<file path="config.mk">
export PLATFORM = sky130hd
export DESIGN_NAME = wave_gen_multi
export DESIGN_NICKNAME = d
export VERILOG_FILES = /design/src/rtl/wave_gen_pkg.sv /design/src/rtl/wave_gen_channel.sv /design/src/rtl/wave_gen_multi.sv
export SDC_FILE = /design/constraint.sdc
export NUM_CORES = 1
export LEC_CHECK = 0
export ABC_AREA = 1
export CAP_MARGIN = 20
export CORE_MARGIN = 2
export CORE_UTILIZATION = 45
export CTS_CLUSTER_DIAMETER = 40
export DETAILED_ROUTE_END_ITERATION = 6
export PLACE_DENSITY = 0.76
export SYNTH_ARGS = -nofsm -noshare
export SYNTH_HDL_FRONTEND = slang
export SYNTH_HIERARCHICAL = 1
export SYNTH_SLANG_ARGS = --single-unit
</file>
<file path="constraint.sdc">
create_clock -name clk -period 2.55 [get_ports clk]
set_input_delay 0.3825 -clock clk [delete_from_list [all_inputs] [get_ports clk]]
set_output_delay 0.3825 -clock clk [all_outputs]
set_load 0.05 [all_outputs]
</file>
<file path="src/rtl/wave_gen_pkg.sv">
// Shared types and default constants for the multi-channel on/off waveform generator.
// The optional WAVE_GEN_SHADOW_EN macro is consumed by wave_gen_channel.
package wave_gen_pkg;

    typedef enum logic [1:0] {
        IDLE = 2'd0,
        ON   = 2'd1,
        OFF  = 2'd2
    } wave_state_e;

    localparam int DEFAULT_WIDTH    = 8;
    localparam int DEFAULT_TICK_DIV = 12;

endpackage

</file>
<file path="src/rtl/wave_gen_channel.sv">
// One waveform channel: IDLE/ON/OFF machine advancing on the shared tick.
// Define WAVE_GEN_SHADOW_EN to latch phase lengths at period start (glitch-free reload).
module wave_gen_channel
    import wave_gen_pkg::*;
#(
    parameter int WIDTH = DEFAULT_WIDTH
) (
    input  logic             clk,
    input  logic             reset,
    input  logic             tick,
    input  logic             en,
    input  logic [WIDTH-1:0] on_units,
    input  logic [WIDTH-1:0] off_units,
    output logic             wave,
    output logic             period_start
);

    wave_state_e      state_q, state_d;
    logic [WIDTH-1:0] cnt_q, cnt_d;
    logic             wave_q, wave_d;
    logic             ps_q, ps_d;
    logic [WIDTH-1:0] onLen, offLen;
    logic [WIDTH:0]   cntInc;
    logic             startPeriod;

    assign cntInc = {1'b0, cnt_q} + {{WIDTH{1'b0}}, 1'b1};

`ifdef WAVE_GEN_SHADOW_EN
    logic [WIDTH-1:0] lon_q, lon_d, loff_q, loff_d;

    assign onLen  = lon_q;
    assign offLen = loff_q;

    always_ff @(posedge clk or negedge reset) begin
        if (!reset) begin
            lon_q  <= '0;
            loff_q <= '0;
        end else begin
            lon_q  <= lon_d;
            loff_q <= loff_d;
        end
    end

    always_comb begin
        lon_d  = lon_q;
        loff_d = loff_q;
        if (startPeriod) begin
            lon_d  = on_units;
            loff_d = off_units;
        end
    end
`else
    assign onLen  = on_units;
    assign offLen = off_units;
`endif

    always_ff @(posedge clk or negedge reset) begin
        if (!reset) begin
            state_q <= IDLE;
            cnt_q   <= '0;
            wave_q  <= 1'b0;
            ps_q    <= 1'b0;
        end else begin
            state_q <= state_d;
            cnt_q   <= cnt_d;
            wave_q  <= wave_d;
            ps_q    <= ps_d;
        end
    end

    // A disabled channel drops to IDLE regardless of any coincident tick.
    always_comb begin
        state_d     = state_q;
        cnt_d       = cnt_q;
        startPeriod = 1'b0;
        if (!en) begin
            state_d = IDLE;
            cnt_d   = '0;
        end else if (tick) begin
            case (state_q)
                IDLE: startPeriod = 1'b1;
                ON: begin
                    if (cntInc >= {1'b0, onLen}) begin
                        cnt_d = '0;
                        if (offLen != '0) begin
                            state_d = OFF;
                        end else begin
                            startPeriod = 1'b1;
                        end
                    end else begin
                        cnt_d = cntInc[WIDTH-1:0];
                    end
                end
                OFF: begin
                    if (cntInc >= {1'b0, offLen}) begin
                        startPeriod = 1'b1;
                    end else begin
                        cnt_d = cntInc[WIDTH-1:0];
                    end
                end
                default: begin
                    state_d = IDLE;
                    cnt_d   = '0;
                end
            endcase
            // The new period's first phase is chosen from the freshly sampled length.
            if (startPeriod) begin
                cnt_d   = '0;
                state_d = (on_units != '0) ? ON : OFF;
            end
        end
    end

    always_comb begin
        wave_d = (state_d == ON);
        ps_d   = startPeriod;
    end

    assign wave         = wave_q;
    assign period_start = ps_q;

endmodule

</file>
<file path="src/rtl/wave_gen_multi.sv">
// Multi-channel on/off waveform generator: shared prescaler tick feeding CH independent channels.
// Optional WAVE_GEN_SHADOW_EN selects shadowed (period-start sampled) phase lengths.
module wave_gen_multi
    import wave_gen_pkg::*;
#(
    parameter int CH       = 2,
    parameter int WIDTH    = DEFAULT_WIDTH,
    parameter int TICK_DIV = DEFAULT_TICK_DIV
) (
    input  logic                clk,
    input  logic                reset,
    input  logic [CH-1:0]       en,
    input  logic [CH*WIDTH-1:0] on_units,
    input  logic [CH*WIDTH-1:0] off_units,
    output logic [CH-1:0]       wave,
    output logic [CH-1:0]       period_start
);

    localparam int PW = (TICK_DIV > 1) ? $clog2(TICK_DIV) : 1;
    localparam logic [PW-1:0] LAST = PW'(TICK_DIV - 1);

    logic [PW-1:0] presc_q, presc_d;
    logic          tick;

    assign tick = (presc_q == LAST);

    always_comb begin
        presc_d = tick ? '0 : presc_q + 1'b1;
    end

    always_ff @(posedge clk or negedge reset) begin
        if (!reset) begin
            presc_q <= '0;
        end else begin
            presc_q <= presc_d;
        end
    end

    for (genvar g = 0; g < CH; g++) begin : gen_ch
        wave_gen_channel #(
            .WIDTH(WIDTH)
        ) u_ch (
            .clk         (clk),
            .reset       (reset),
            .tick        (tick),
            .en          (en[g]),
            .on_units    (on_units[g*WIDTH +: WIDTH]),
            .off_units   (off_units[g*WIDTH +: WIDTH]),
            .wave        (wave[g]),
            .period_start(period_start[g])
        );
    end

endmodule
</file>
# Word-level counts from Yosys, hierarchy flattened
# Index checks and enable logic that the tools add are counted.
[word_totals]
inputBits = 36
register_bits = 28
[op_classes]
magnitude_cmp = 4
n_reduce_logical = 10
n_mux = 43
n_eq_ne = 13
n_addsub = 3
[op_table]
columns = ["cell", "count"]
rows = [
  ["$mux 8", 10],
  ["$pmux 8 s3", 2],
  ["$ge 9x8->1", 4],
  ["$reduce_bool 8->1", 4],
  ["$mux 2", 12],
  ["$add 8x1->9 const B", 2],
  ["$mux 1", 14],
  ["$eq 2x1->1 const B", 4],
  ["$ne 4x4->1 const B", 2],
  ["$pmux 2 s2", 2],
  ["$ne 3x2->1 const B", 2],
  ["$pmux 1 s3", 2],
  ["$reduce_and 3->1", 2],
  ["$add 4x1->4 const B", 1],
  ["$eq 2x2->1 const B", 2],
  ["$eq 4x4->1 const B", 1],
  ["$logic_not 2->1", 2],
  ["$mux 4", 1],
  ["$ne 2x1->1 const B", 2],
  ["$reduce_or 2->1", 2],
]

# Depth between registers and ports, before layout
[depth]
depth_word = 10
depth_mapped = 22
ltp_nobuf = 22

# Cells and area by module
# The synthesis kept the hierarchy.
[modules_own_cells]
columns = ["mod", "n_inst", "area_per_inst_um2", "cells_per_inst", "seq_area_each_um2"]
rows = [
  ["wave_gen_channel (gen_ch[0].u_ch)", 1, 1353.8, 204, 300.3],
  ["wave_gen_channel (gen_ch[1].u_ch)", 1, 1318.8, 195, 300.3],
  ["wave_gen_multi", 1, 182.7, 22, 100.1],
]

# Worst setup path after synthesis
# No wires, ideal clock.
[synth_path]
path_kind = "register to register"
start = "register gen_ch[1].u_ch.cnt_q[0]"
end = "register gen_ch[1].u_ch.cnt_q[4]"
stages_incl_launch_ff = 19
required_ns = 2.422
n_path_buf = 1
setup_slack_ns = 0.047
t_arrival_ns = 2.375
path_cell_list = "dfrtp_1 -> ha_1 -> nand2_2 -> nor2_4 -> nand3_1 -> xnor2_1 -> ha_1 -> a21o_1 -> nand3_1 -> nand2_1 -> nor2_1 -> nand3_1 -> nand2_2 -> nand2_1 -> nand2_1 -> a21oi_2 -> buf_4 -> nand2_1 -> o21ai_1"
[synth_via]
elab_chain_cells = 9
[synth_lines]
columns = ["item", "line", "source"]
rows = [
  ["start: declaration", "wave_gen_channel.sv:19", "logic [WIDTH-1:0] cnt_q, cnt_d;"],
  ["start signal: assignment", "wave_gen_channel.sv:65", "cnt_q <= cnt_d;"],
  ["$add 8x1->9 *", "wave_gen_channel.sv:26", "assign cntInc = {1'b0, cnt_q} + {{WIDTH{1'b0}}, 1'b1};"],
  ["$ge 9x8->1, on equally long branches", "wave_gen_channel.sv:95, wave_gen_channel.sv:83", ""],
  ["$mux 1, on equally long branches", "wave_gen_channel.sv:95, wave_gen_channel.sv:83", ""],
  ["$pmux 1 s3", "wave_gen_channel.sv:80", "case (state_q)"],
  ["$mux 1", "wave_gen_channel.sv:79", "end else if (tick) begin"],
  ["$mux 1", "wave_gen_channel.sv:76", "if (!en) begin"],
  ["$mux 8", "wave_gen_channel.sv:107", "if (startPeriod) begin"],
  ["$mux 8", "wave_gen_channel.sv:79", ""],
  ["$mux 8", "wave_gen_channel.sv:76", ""],
]
# Every way passes the cells marked *; elsewhere a longest branch is shown, timed or not. The select of a mux whose other input is x is not followed.
# A chain may end at the register's enable or synchronous reset.

# Worst setup path in the final report
[layout_path]
start = "register gen_ch[1].u_ch.cnt_q[0]"
end = "register gen_ch[1].u_ch.cnt_q[2]"
# Same word-level chain as after synthesis.

==> qor.yml <==
fin_ws_ns: -0.0790
synthMuxAreaShare_pct: 0
crit_fanout: 7
ys.flop_type: "dfrtp_1"
async_flop_share_pct: 100
arrival_ns: 2.83
finalSetupViolations: 20
max-vdd-ir-drop_mv: 0.181
synth_compound_area_share_pct: 8.06
portBuffers: 39
place_area_mm2: 0.00354
critPathKind: "reg2reg"
dp.cells: 562
stdcell_count: 574
regArea_um2: 701
end_kind: "register"
final_cell_mix: "nand2_1 (94), inv_1 (87), clkdlybuf4s50_1 (39), ha_1 (32), buf_4 (31)"
clk_latency_ns: 0.27
synth_top_family_by_area: "simple AND/OR/NAND/NOR gates"
synthSimpleGateAreaFrac_pct: 33.7
cts.sinks: 28
core-area_mm2: 0.00624
h-tree-depth: 1
grt_overflow_total: 0
cts-root-buf: "clkbuf_8"
internal-power_w: 0.000659
wl_per_cell_um: 12.2
clock_path_buffers: 2
crit_path_start_kind: "register"
multi_input_area_mm2: 0.00208
die_area_mm2: 0.00700
drt-pass1-iter-count: 4
fillers: 544
tightest_slew_ns: 0.524
synth_edf_count: 0
max-slew-margin-rel_pct: 64.7
drt-initial-drc-count: 105
p_sw_share_pct: 26.5
post-route-period-util_pct: 103
dpl.hpwl_um: 5260
seq_power_share_pct: 50.2
cap_viol_max_count: 0
pwr_density_cell_mw_per_mm2: 227
postRouteAntennaNets: 0
fin_area_mm2: 0.00394
hold_violations: 0
tritoncts: "yes"
drcViolationCount: 0
synth_cell_types: 30
initial_core_util_pct: 45.7
slowest_delay_ns: 0.39
drive_gt1_share_pct: 23.5
pwr-share-clk_pct: 25.4
layout.cells.most_common: "nand2_1"
rsz0062_at_grt: "yes"
clk_pin_slew_ns: 0.09
crit_path_cell_trace: "ha_2, nand2_2, nor2_4, xor2_1, inv_2, ha_4, nand2_2, inv_1, nand2_1, nand3_1, nand2_1, nand2_1, nand2_1, nand2_2, nand2_2, nand3_4, a21oi_4, nand3_1, o21ai_1"
pwr-share-comb_pct: 24.4
synth_area_mm2: 0.00286
avgSynthCellArea_um2: 6.78
min_period_ns: 2.63
required_ns: 2.75
gr-usage-all-layers_pct: 20.3
slew_violations: 0
vias_per_cell: 5.06
first_global_vias: 2907
synthAdderAreaFrac_pct: 18.8
gp_congestion: 0.838
power.leakage_nw: 2.10
hold_path_class: "in2async"
synth-xor-area-share_pct: 2.15
wl_um: 6990
row_count: 29
vias: 2903
syn_nets: 500
grt_pass1_wl_um: 12000
syn_to_final_growth_pct: 38.1
finClkSkew_ns: 0.00661
worst_path_max_delay_cell: "dfrtp_1"
synth_seq_area_share_pct: 24.5
ys_seq_elements: 28
yosysWarnings: 6
die_w_um: 83.7
die_y_um: 83.7
num_antenna_cells: 0
cts_inserted_buffers: 3
fmax_mhz: 380
p_sw_w: 0.000238
antenna_found_initial: 0
violations: "setup timing"
outcome: "finished, violations left"
finalNetCount: 578
grt_max_degree: 29
ios: 40
syn_inst: 421
critical path: cells and delay by family, from the launching register on:
kind / cells / cell delay (ns)
AND/OR/NAND/NOR: 12 / 1.00
buffers and inverters: 2 / 0.14
adder cells (fa/ha/maj): 2 / 0.43
XOR/XNOR: 1 / 0.19
flip-flops: 1 / 0.39
AO/OA/AOI/OAI: 2 / 0.39
power groups by stage:
| stage | Combinational (W) | Clock (W) | Sequential (W) |
|---|---|---|---|
| floorplan | 0.0000865 | 0 | 0.000465 |
| global placement | 0.000189 | 0 | 0.000459 |
| detailed placement | 0.000192 | 0 | 0.000459 |
| CTS | 0.000209 | 0.000237 | 0.000450 |
| global route | 0.000244 | 0.000259 | 0.000451 |
| finish | 0.000219 | 0.000228 | 0.000450 |
cells in the mapped netlist, types with 3 or more instances:
| library cell | n | area share, % |
|---|---|---|
| xor2_1 | 5 | 1.5 |
| ha_1 | 43 | 19 |
| a21oi_1 | 14 | 2.5 |
| nor2_4 | 3 | 1.2 |
| nand4_1 | 8 | 1.8 |
| nand2_1 | 109 | 14 |
| a21o_1 | 3 | 0.79 |
| dfrtp_1 | 28 | 25 |
| nor2_2 | 3 | 0.66 |
| nor2_1 | 32 | 4.2 |
| o21ai_1 | 8 | 1.4 |
| inv_1 | 91 | 12 |
| o21ai_0 | 5 | 0.88 |
| nand3_1 | 37 | 6.5 |
| nand2_2 | 8 | 1.8 |
| nor3_1 | 4 | 0.70 |
| nor4_1 | 3 | 0.66 |
stage by stage:
| stage | utilization, % | setup slack, ns | power, W | setup TNS (ns) | hold slack (ns) |
|---|---|---|---|---|---|
| global placement | 56.7 | -0.0928 | 0.000648 | -0.875 | 0.479 |
| floorplan | - | 0.0472 | 0.000551 | 0 | 0.0869 |
| global route | 63.2 | -0.296 | 0.000954 | -5.58 | 0.504 |
| CTS | 61.7 | -0.0682 | 0.000897 | -0.386 | 0.495 |
| finish | 63.2 | -0.0790 | 0.000897 | -1.06 | 0.483 |
| detailed placement | 56.7 | -0.116 | 0.000651 | -1.80 | 0.483 |
metal layers:
metal	global-route usage [%]	up-vias	part of all wire, %
li1	-	1472	-
met1	22.3	1331	40
met2	37.6	80	54
met3	3.36	20	4.2
met4	9.97	0	2.6
met5	0	-	0
final timing paths:
| kind | from | to | slack [ns] | depth (start not counted) |
|---|---|---|---|---|
| max | gen_ch[1].u_ch/cnt_q[0]$_DFFE_PN0P_ | gen_ch[1].u_ch/cnt_q[2]$_DFFE_PN0P_ | -0.08 | 19 |
| min | reset | presc_q[2]$_DFF_PN0_ | 0.48 | 2 |
| max reg2reg | gen_ch[1].u_ch/cnt_q[0]$_DFFE_PN0P_ | gen_ch[1].u_ch/cnt_q[2]$_DFFE_PN0P_ | -0.08 | 19 |
| min reg2reg | gen_ch[1].u_ch/cnt_q[3]$_DFFE_PN0P_ | gen_ch[1].u_ch/cnt_q[3]$_DFFE_PN0P_ | 0.50 | 2 |
| max in group asynchronous | reset | gen_ch[0].u_ch/state_q[0]$_DFF_PN0_ | 1.80 | 2 |
| min in group clk | gen_ch[1].u_ch/cnt_q[3]$_DFFE_PN0P_ | gen_ch[1].u_ch/cnt_q[3]$_DFFE_PN0P_ | 0.50 | 2 |
kinds of logic (layout without fill, tap and decap cells):
logic type	count (synthesis)	in the layout
fa+ha+maj	43	43
buf+inv	94	169
xor+xnor	7	7
compound gates	37	37
flops	28	28
simple gates	212	213
timing repair:
item,in CTS,in global routing
hold buffers,0,0
gates cloned,1,0
pin swaps,32,33
resized for setup,43,19
buffers inserted,6,2
endpoints found under the setup margin,22,23
layout make-up:
type	instances	share of cell area (%)
Multi-Input combinational cell	300	52.8
Clock buffer	3	1.05
Timing Repair Buffer	74	17.2
Tap cell	77	2.44
Sequential cell	28	17.8
Inverter	92	8.82
sequential cells by signal, indices dropped and copies added, names as in the netlist:
signal,count
gen_ch.u_ch/cnt_q,16
gen_ch.u_ch/state_q,4
presc_q,4
gen_ch.u_ch/period_start,2
gen_ch.u_ch/wave,2
Power figures use the tool's default switching activity.
